$ cat src/rtl/tmds_encoder_rgb.sv
`default_nettype none
// ============================================================================
//  Module   : tmds_encoder_rgb
//  Purpose  : Three-channel DVI/TMDS 8b/10b encoder. Each channel converts an
//             8-bit pixel byte, or a 2-bit control word during blanking, into
//             a DC-balanced 10-bit symbol. A running disparity is tracked per
//             channel. The datapath is a fixed 2-stage pipeline:
//               stage 1 : transition-minimising q_m word (XOR/XNOR chain)
//               stage 2 : DC balancing, or control-symbol selection
//  Ports    : i_pix_clk            pixel clock, rising edge
//             i_rst_n              asynchronous active-low reset
//             i_red/green/blue     8-bit pixel, used while i_de=1
//             i_hsync, i_vsync     syncs, carried on the blue channel as C0/C1
//             i_de                 data enable (1 = active video)
//             o_tmds_ch0/1/2       blue / green / red 10-bit symbols
//             o_de                 i_de aligned with the symbols
//  Params   : P_SYNC_INVERT        1 = invert hsync/vsync before encoding
//  Revision : 1.0  initial release
// ============================================================================
module tmds_encoder_rgb #(
    parameter bit P_SYNC_INVERT = 1'b0
) (
    input  logic       i_pix_clk,
    input  logic       i_rst_n,
    input  logic [7:0] i_red,
    input  logic [7:0] i_green,
    input  logic [7:0] i_blue,
    input  logic       i_hsync,
    input  logic       i_vsync,
    input  logic       i_de,
    output logic [9:0] o_tmds_ch0,
    output logic [9:0] o_tmds_ch1,
    output logic [9:0] o_tmds_ch2,
    output logic       o_de
);

    // Control symbols indexed by {C1,C0}
    localparam logic [9:0] C_CTRL_00 = 10'b1101010100;
    localparam logic [9:0] C_CTRL_01 = 10'b0010101011;
    localparam logic [9:0] C_CTRL_10 = 10'b0101010100;
    localparam logic [9:0] C_CTRL_11 = 10'b1010101011;

    // Channel-indexed views: index 0 = blue, 1 = green, 2 = red
    logic [2:0][7:0] w_data;
    logic [2:0][1:0] w_ctrl;

    assign w_data = {i_red, i_green, i_blue};
    // Only the blue channel carries sync; green and red always send 00
    assign w_ctrl = {2'b00, 2'b00, i_vsync ^ P_SYNC_INVERT, i_hsync ^ P_SYNC_INVERT};

    // Data-enable pipeline, shared by all three channels
    logic r_de_s1;
    logic r_de_s2;

    always_ff @(posedge i_pix_clk or negedge i_rst_n) begin
        if (!i_rst_n) begin
            r_de_s1 <= 1'b0;
            r_de_s2 <= 1'b0;
        end else begin
            r_de_s1 <= i_de;
            r_de_s2 <= r_de_s1;
        end
    end

    for (genvar gi = 0; gi < 3; gi++) begin : g_ch
        logic [3:0]        w_n1_d;
        logic              w_use_xnor;
        logic [8:0]        w_qm;
        logic [8:0]        r_qm;
        logic [1:0]        r_ctrl;
        logic [3:0]        w_n1_q;
        logic signed [4:0] w_bal;      // N1 - N0 of q_m[7:0]
        logic [9:0]        w_sym_nxt;
        logic signed [4:0] w_cnt_nxt;
        logic [9:0]        r_sym;
        logic signed [4:0] r_cnt;

        // Stage 1: pick the chain that minimises transitions
        always_comb begin : p_stage1
            logic [7:0] v_q;
            w_n1_d = '0;
            for (int i = 0; i < 8; i++) begin
                w_n1_d = w_n1_d + {3'b000, w_data[gi][i]};
            end
            w_use_xnor = (w_n1_d > 4'd4) || ((w_n1_d == 4'd4) && !w_data[gi][0]);
            v_q[0] = w_data[gi][0];
            for (int i = 1; i < 8; i++) begin
                v_q[i] = w_use_xnor ? ~(v_q[i-1] ^ w_data[gi][i])
                                    :  (v_q[i-1] ^ w_data[gi][i]);
            end
            w_qm = {~w_use_xnor, v_q};
        end

        always_ff @(posedge i_pix_clk or negedge i_rst_n) begin
            if (!i_rst_n) begin
                r_qm   <= '0;
                r_ctrl <= 2'b00;
            end else begin
                r_qm   <= w_qm;
                r_ctrl <= w_ctrl[gi];
            end
        end

        // Stage 2: DC balancing. All disparity terms are 5-bit signed; the
        // running value is bounded to [-10,+10] so modular 5-bit arithmetic
        // on intermediate sums still lands on the exact result.
        always_comb begin
            w_n1_q = '0;
            for (int i = 0; i < 8; i++) begin
                w_n1_q = w_n1_q + {3'b000, r_qm[i]};
            end
            w_bal     = $signed({1'b0, w_n1_q}) - $signed({1'b0, 4'd8 - w_n1_q});
            w_sym_nxt = C_CTRL_00;
            w_cnt_nxt = r_cnt;
            if (!r_de_s1) begin
                w_cnt_nxt = 5'sd0;
                case (r_ctrl)
                    2'b00:   w_sym_nxt = C_CTRL_00;
                    2'b01:   w_sym_nxt = C_CTRL_01;
                    2'b10:   w_sym_nxt = C_CTRL_10;
                    default: w_sym_nxt = C_CTRL_11;
                endcase
            end else if ((r_cnt == 5'sd0) || (w_bal == 5'sd0)) begin
                w_sym_nxt = {~r_qm[8], r_qm[8], r_qm[8] ? r_qm[7:0] : ~r_qm[7:0]};
                w_cnt_nxt = r_qm[8] ? (r_cnt + w_bal) : (r_cnt - w_bal);
            end else if (((r_cnt > 5'sd0) && (w_bal > 5'sd0)) ||
                         ((r_cnt < 5'sd0) && (w_bal < 5'sd0))) begin
                // Current word would push disparity further the same way: invert it
                w_sym_nxt = {1'b1, r_qm[8], ~r_qm[7:0]};
                w_cnt_nxt = r_cnt + (r_qm[8] ? 5'sd2 : 5'sd0) - w_bal;
            end else begin
                w_sym_nxt = {1'b0, r_qm[8], r_qm[7:0]};
                w_cnt_nxt = r_cnt + w_bal - (r_qm[8] ? 5'sd0 : 5'sd2);
            end
        end

        always_ff @(posedge i_pix_clk or negedge i_rst_n) begin
            if (!i_rst_n) begin
                r_sym <= C_CTRL_00;
                r_cnt <= 5'sd0;
            end else begin
                r_sym <= w_sym_nxt;
                r_cnt <= w_cnt_nxt;
            end
        end
    end

    assign o_tmds_ch0 = g_ch[0].r_sym;
    assign o_tmds_ch1 = g_ch[1].r_sym;
    assign o_tmds_ch2 = g_ch[2].r_sym;
    assign o_de       = r_de_s2;

endmodule
`default_nettype wire

$ cat config.mk
export PLATFORM = sky130hd
export DESIGN_NAME = tmds_encoder_rgb
export DESIGN_NICKNAME = d
export VERILOG_FILES = /design/src/rtl/tmds_encoder_rgb.sv
export SDC_FILE = /design/constraint.sdc
export NUM_CORES = 1
export LEC_CHECK = 0
export CORE_MARGIN = 2
export CORE_UTILIZATION = 32
export CTS_BUF_LIST = sky130_fd_sc_hd__clkbuf_4
export DETAILED_ROUTE_END_ITERATION = 8
export GPL_TIMING_DRIVEN = 0
export SLEW_MARGIN = 10
export SYNTH_ARGS = -nofsm -noshare
export SYNTH_HDL_FRONTEND = slang
export SYNTH_SLANG_ARGS = --single-unit
$ cat constraint.sdc
create_clock -name i_pix_clk -period 14 [get_ports i_pix_clk]
set_input_delay 2.8 -clock i_pix_clk [delete_from_list [all_inputs] [get_ports i_pix_clk]]
set_output_delay 2.8 -clock i_pix_clk [all_outputs]
set_load 0.01 [all_outputs]
==> results.tsv <==
metric	value	unit
setup_viol	0	
drtAntennaViolNets	0	
synth_top_area_cell	dfrtp_1	
r2r_slack	8.42	ns
ys_seq_elements	76	
critPathKind	in -> reg	
outcome	finished, final reports clean	
max_freq	158	MHz
period_share	45.3	%
synth.avg_cell_area	9.98	µm²
rsz0062_at_grt	false	
grt_busiest_layer	met2	
drc_errors	0	
gr-usage-met2	20.9	%
synth_seq_area_share	32.8	%
drive_gt1_share	7.69	%
synthCells	587	
first_pass_iters	4	
synth-compound-area-share	8.43	%
dieArea	19400	µm²
htree_levels	3	
synthDistinctLibCells	50	
synth-edff-count	0	
finalNetCount	787	
cts_root_buf	clkbuf_4	
syn_nets	716	
grt-ovfl-total	0	
reg2regPathDepth	20	
final_area	6920	µm²
crit_fanout	5	
synth_top_family_by_area	adder cells	
period_minus_slack	6.34	ns
cts-hold-fix-buffers	0	
ys.flop_type	dfrtp_1	
endpoint_kind	flip-flop	
grt_antenna_before_repair	2	
grt_pass1_vias	4147	
rows	49	
synthArstFlopShare	100	%
maxCapViolations	0	
cts_tree	built	
yosys_warnings	0	
crit_end	g_ch[1].r_qm[7]$_DFF_PN0_	
cts_num_sinks	76	
synth.area.mux_share	1.75	%
cts_resized	0	
hp-class	reg -> reg	
synthXorXnorAreaFrac	13.8	%
met3_usage	2.68	%
arrival	6.70	ns
cts_buffers	9	
wl	11.3	mm
area_growth_syn_to_layout	18.1	%
fp.dieW	139	µm
dpl_cell_area	6760	µm²
setup-tns-final	0	ns
yosys.area_share.adder	26.0	%
grt_max_degree	44	
synth_top_area_share	26.0	%
vias	3916	
cts_setup_buffers	0	
final_common_cell	inv_1	
critPathLaunch	i_green[0]	
yosys-top-cells-area	dfrtp_1, ha_1, fa_1, xnor2_1, inv_1	
grt_usage	12.6	%
die_h	139	µm
startpoint_type	primary input	
netlist_area	5860	µm²
port_buffers	59	
final_cell_mix	inv_1, xnor2_1, ha_1	
slew-limit-headroom	55.1	%
hold_viol_final	0	
cp.required	14.36	ns
slew_violations	0	
crit-reg2reg-launch	g_ch[2].r_qm[1]$_DFF_PN0_	
wire_per_inst	12.7	µm
gp_congestion	0.830	
io_pins	60	
grtUsageMet1	16.5	%
core-area	18000	µm²
start_util	32.6	%
grt_pass1_wl	19.8	mm
cts_buffer_depth	2	
avgViaCountPerCell	4.38	
clk_latency	0.46	ns
regToRegEndpoint	g_ch[2].r_cnt[4]$_DFF_PN0_	
hold_ws	0.403	ns
hpwl	8.98	mm
path_clk_slew	0.13	ns
first_iter_violations	175	
worst_slew_pin_slew	0.671	ns
synthSimpleGateAreaFrac	9.46	%
skew	0.0187	ns
-- cells by family after synthesis --
kind of cell    Yosys count
compound gates           76
xor+xnor                 89
fa+ha+maj               100
buf+inv                 120
flops                    76
mux                       9
simple gates            117
-- worst max-delay path, stage by stage --
cell and delay, ns:
clkdlybuf4s50_1 0.49, fa_1 0.56, inv_1 0.05, fa_1 0.45, fa_1 0.49, inv_1 0.05, ha_1 0.20, fa_1 0.43
nor3b_1 0.27, o21ai_0 0.12, a21oi_1 0.50, xnor2_1 0.16, xnor2_1 0.14
-- layout make-up --
type                       instances  area (µm²)
clock inverter                     5        76.3
timing repair buffer              60         608
clock buffer                      11        82.6
tap                              229         287
fill                            1815       11000
sequential                        76        1920
inverter                         110         413
multi-input combinational        391        3480
buffer                            10        45.0
antenna                            2        5.00
-- layer usage --
metal	share of wire (%)	vias up
met1	48	1859
met4	1.3	0
met5	0	-
met2	47	52
li1	-	1995
met3	3.3	10
-- stage by stage --
stage | utilization [%] | worst slack (ns) | instances
floorplan | - | 7.97 | 587
global placement | 37.5 | 7.20 | 875
detailed placement | 37.6 | 7.16 | 876
CTS | 38.5 | 7.68 | 892
global route | 38.5 | 7.44 | 894
finish | 38.5 | 7.66 | 894
-- registers in the layout, summed over array words and instances (netlist names) --
signal	flops
g_ch.r_qm	27
g_ch.r_cnt	15
o_tmds_ch2	10
g_ch.r_ctrl	2
o_tmds_ch0	10
r_de_s1	1
o_tmds_ch1	10
o_de	1
-- how the worst min path moves through the flow --
stage                            from              to  slack (ns)  cells after the start
floorplan           r_de_s1$_DFF_PN0_  o_de$_DFF_PN0_        0.35                      0
global placement    r_de_s1$_DFF_PN0_  o_de$_DFF_PN0_        0.36                      0
detailed placement  r_de_s1$_DFF_PN0_  o_de$_DFF_PN0_        0.37                      0
CTS                 r_de_s1$_DFF_PN0_  o_de$_DFF_PN0_        0.41                      0
global route        r_de_s1$_DFF_PN0_  o_de$_DFF_PN0_        0.42                      0
finish              r_de_s1$_DFF_PN0_  o_de$_DFF_PN0_        0.40                      0
-- cells in the mapped netlist (8+ instances only) --
cell        n
dfstp_2    15
a21oi_1    30
ha_1       64
xnor2_1    64
mux2i_1     8
nor3_1     10
xor2_1     21
clkbuf_1    8
nor2_1     40
nand2_1    30
inv_1     108
o21ai_0    14
fa_1       36
dfrtp_1    61
Power is left out: the tool's default activity adds up to more than one toggle a clock period on the data nets, which glitch-free logic cannot reach.
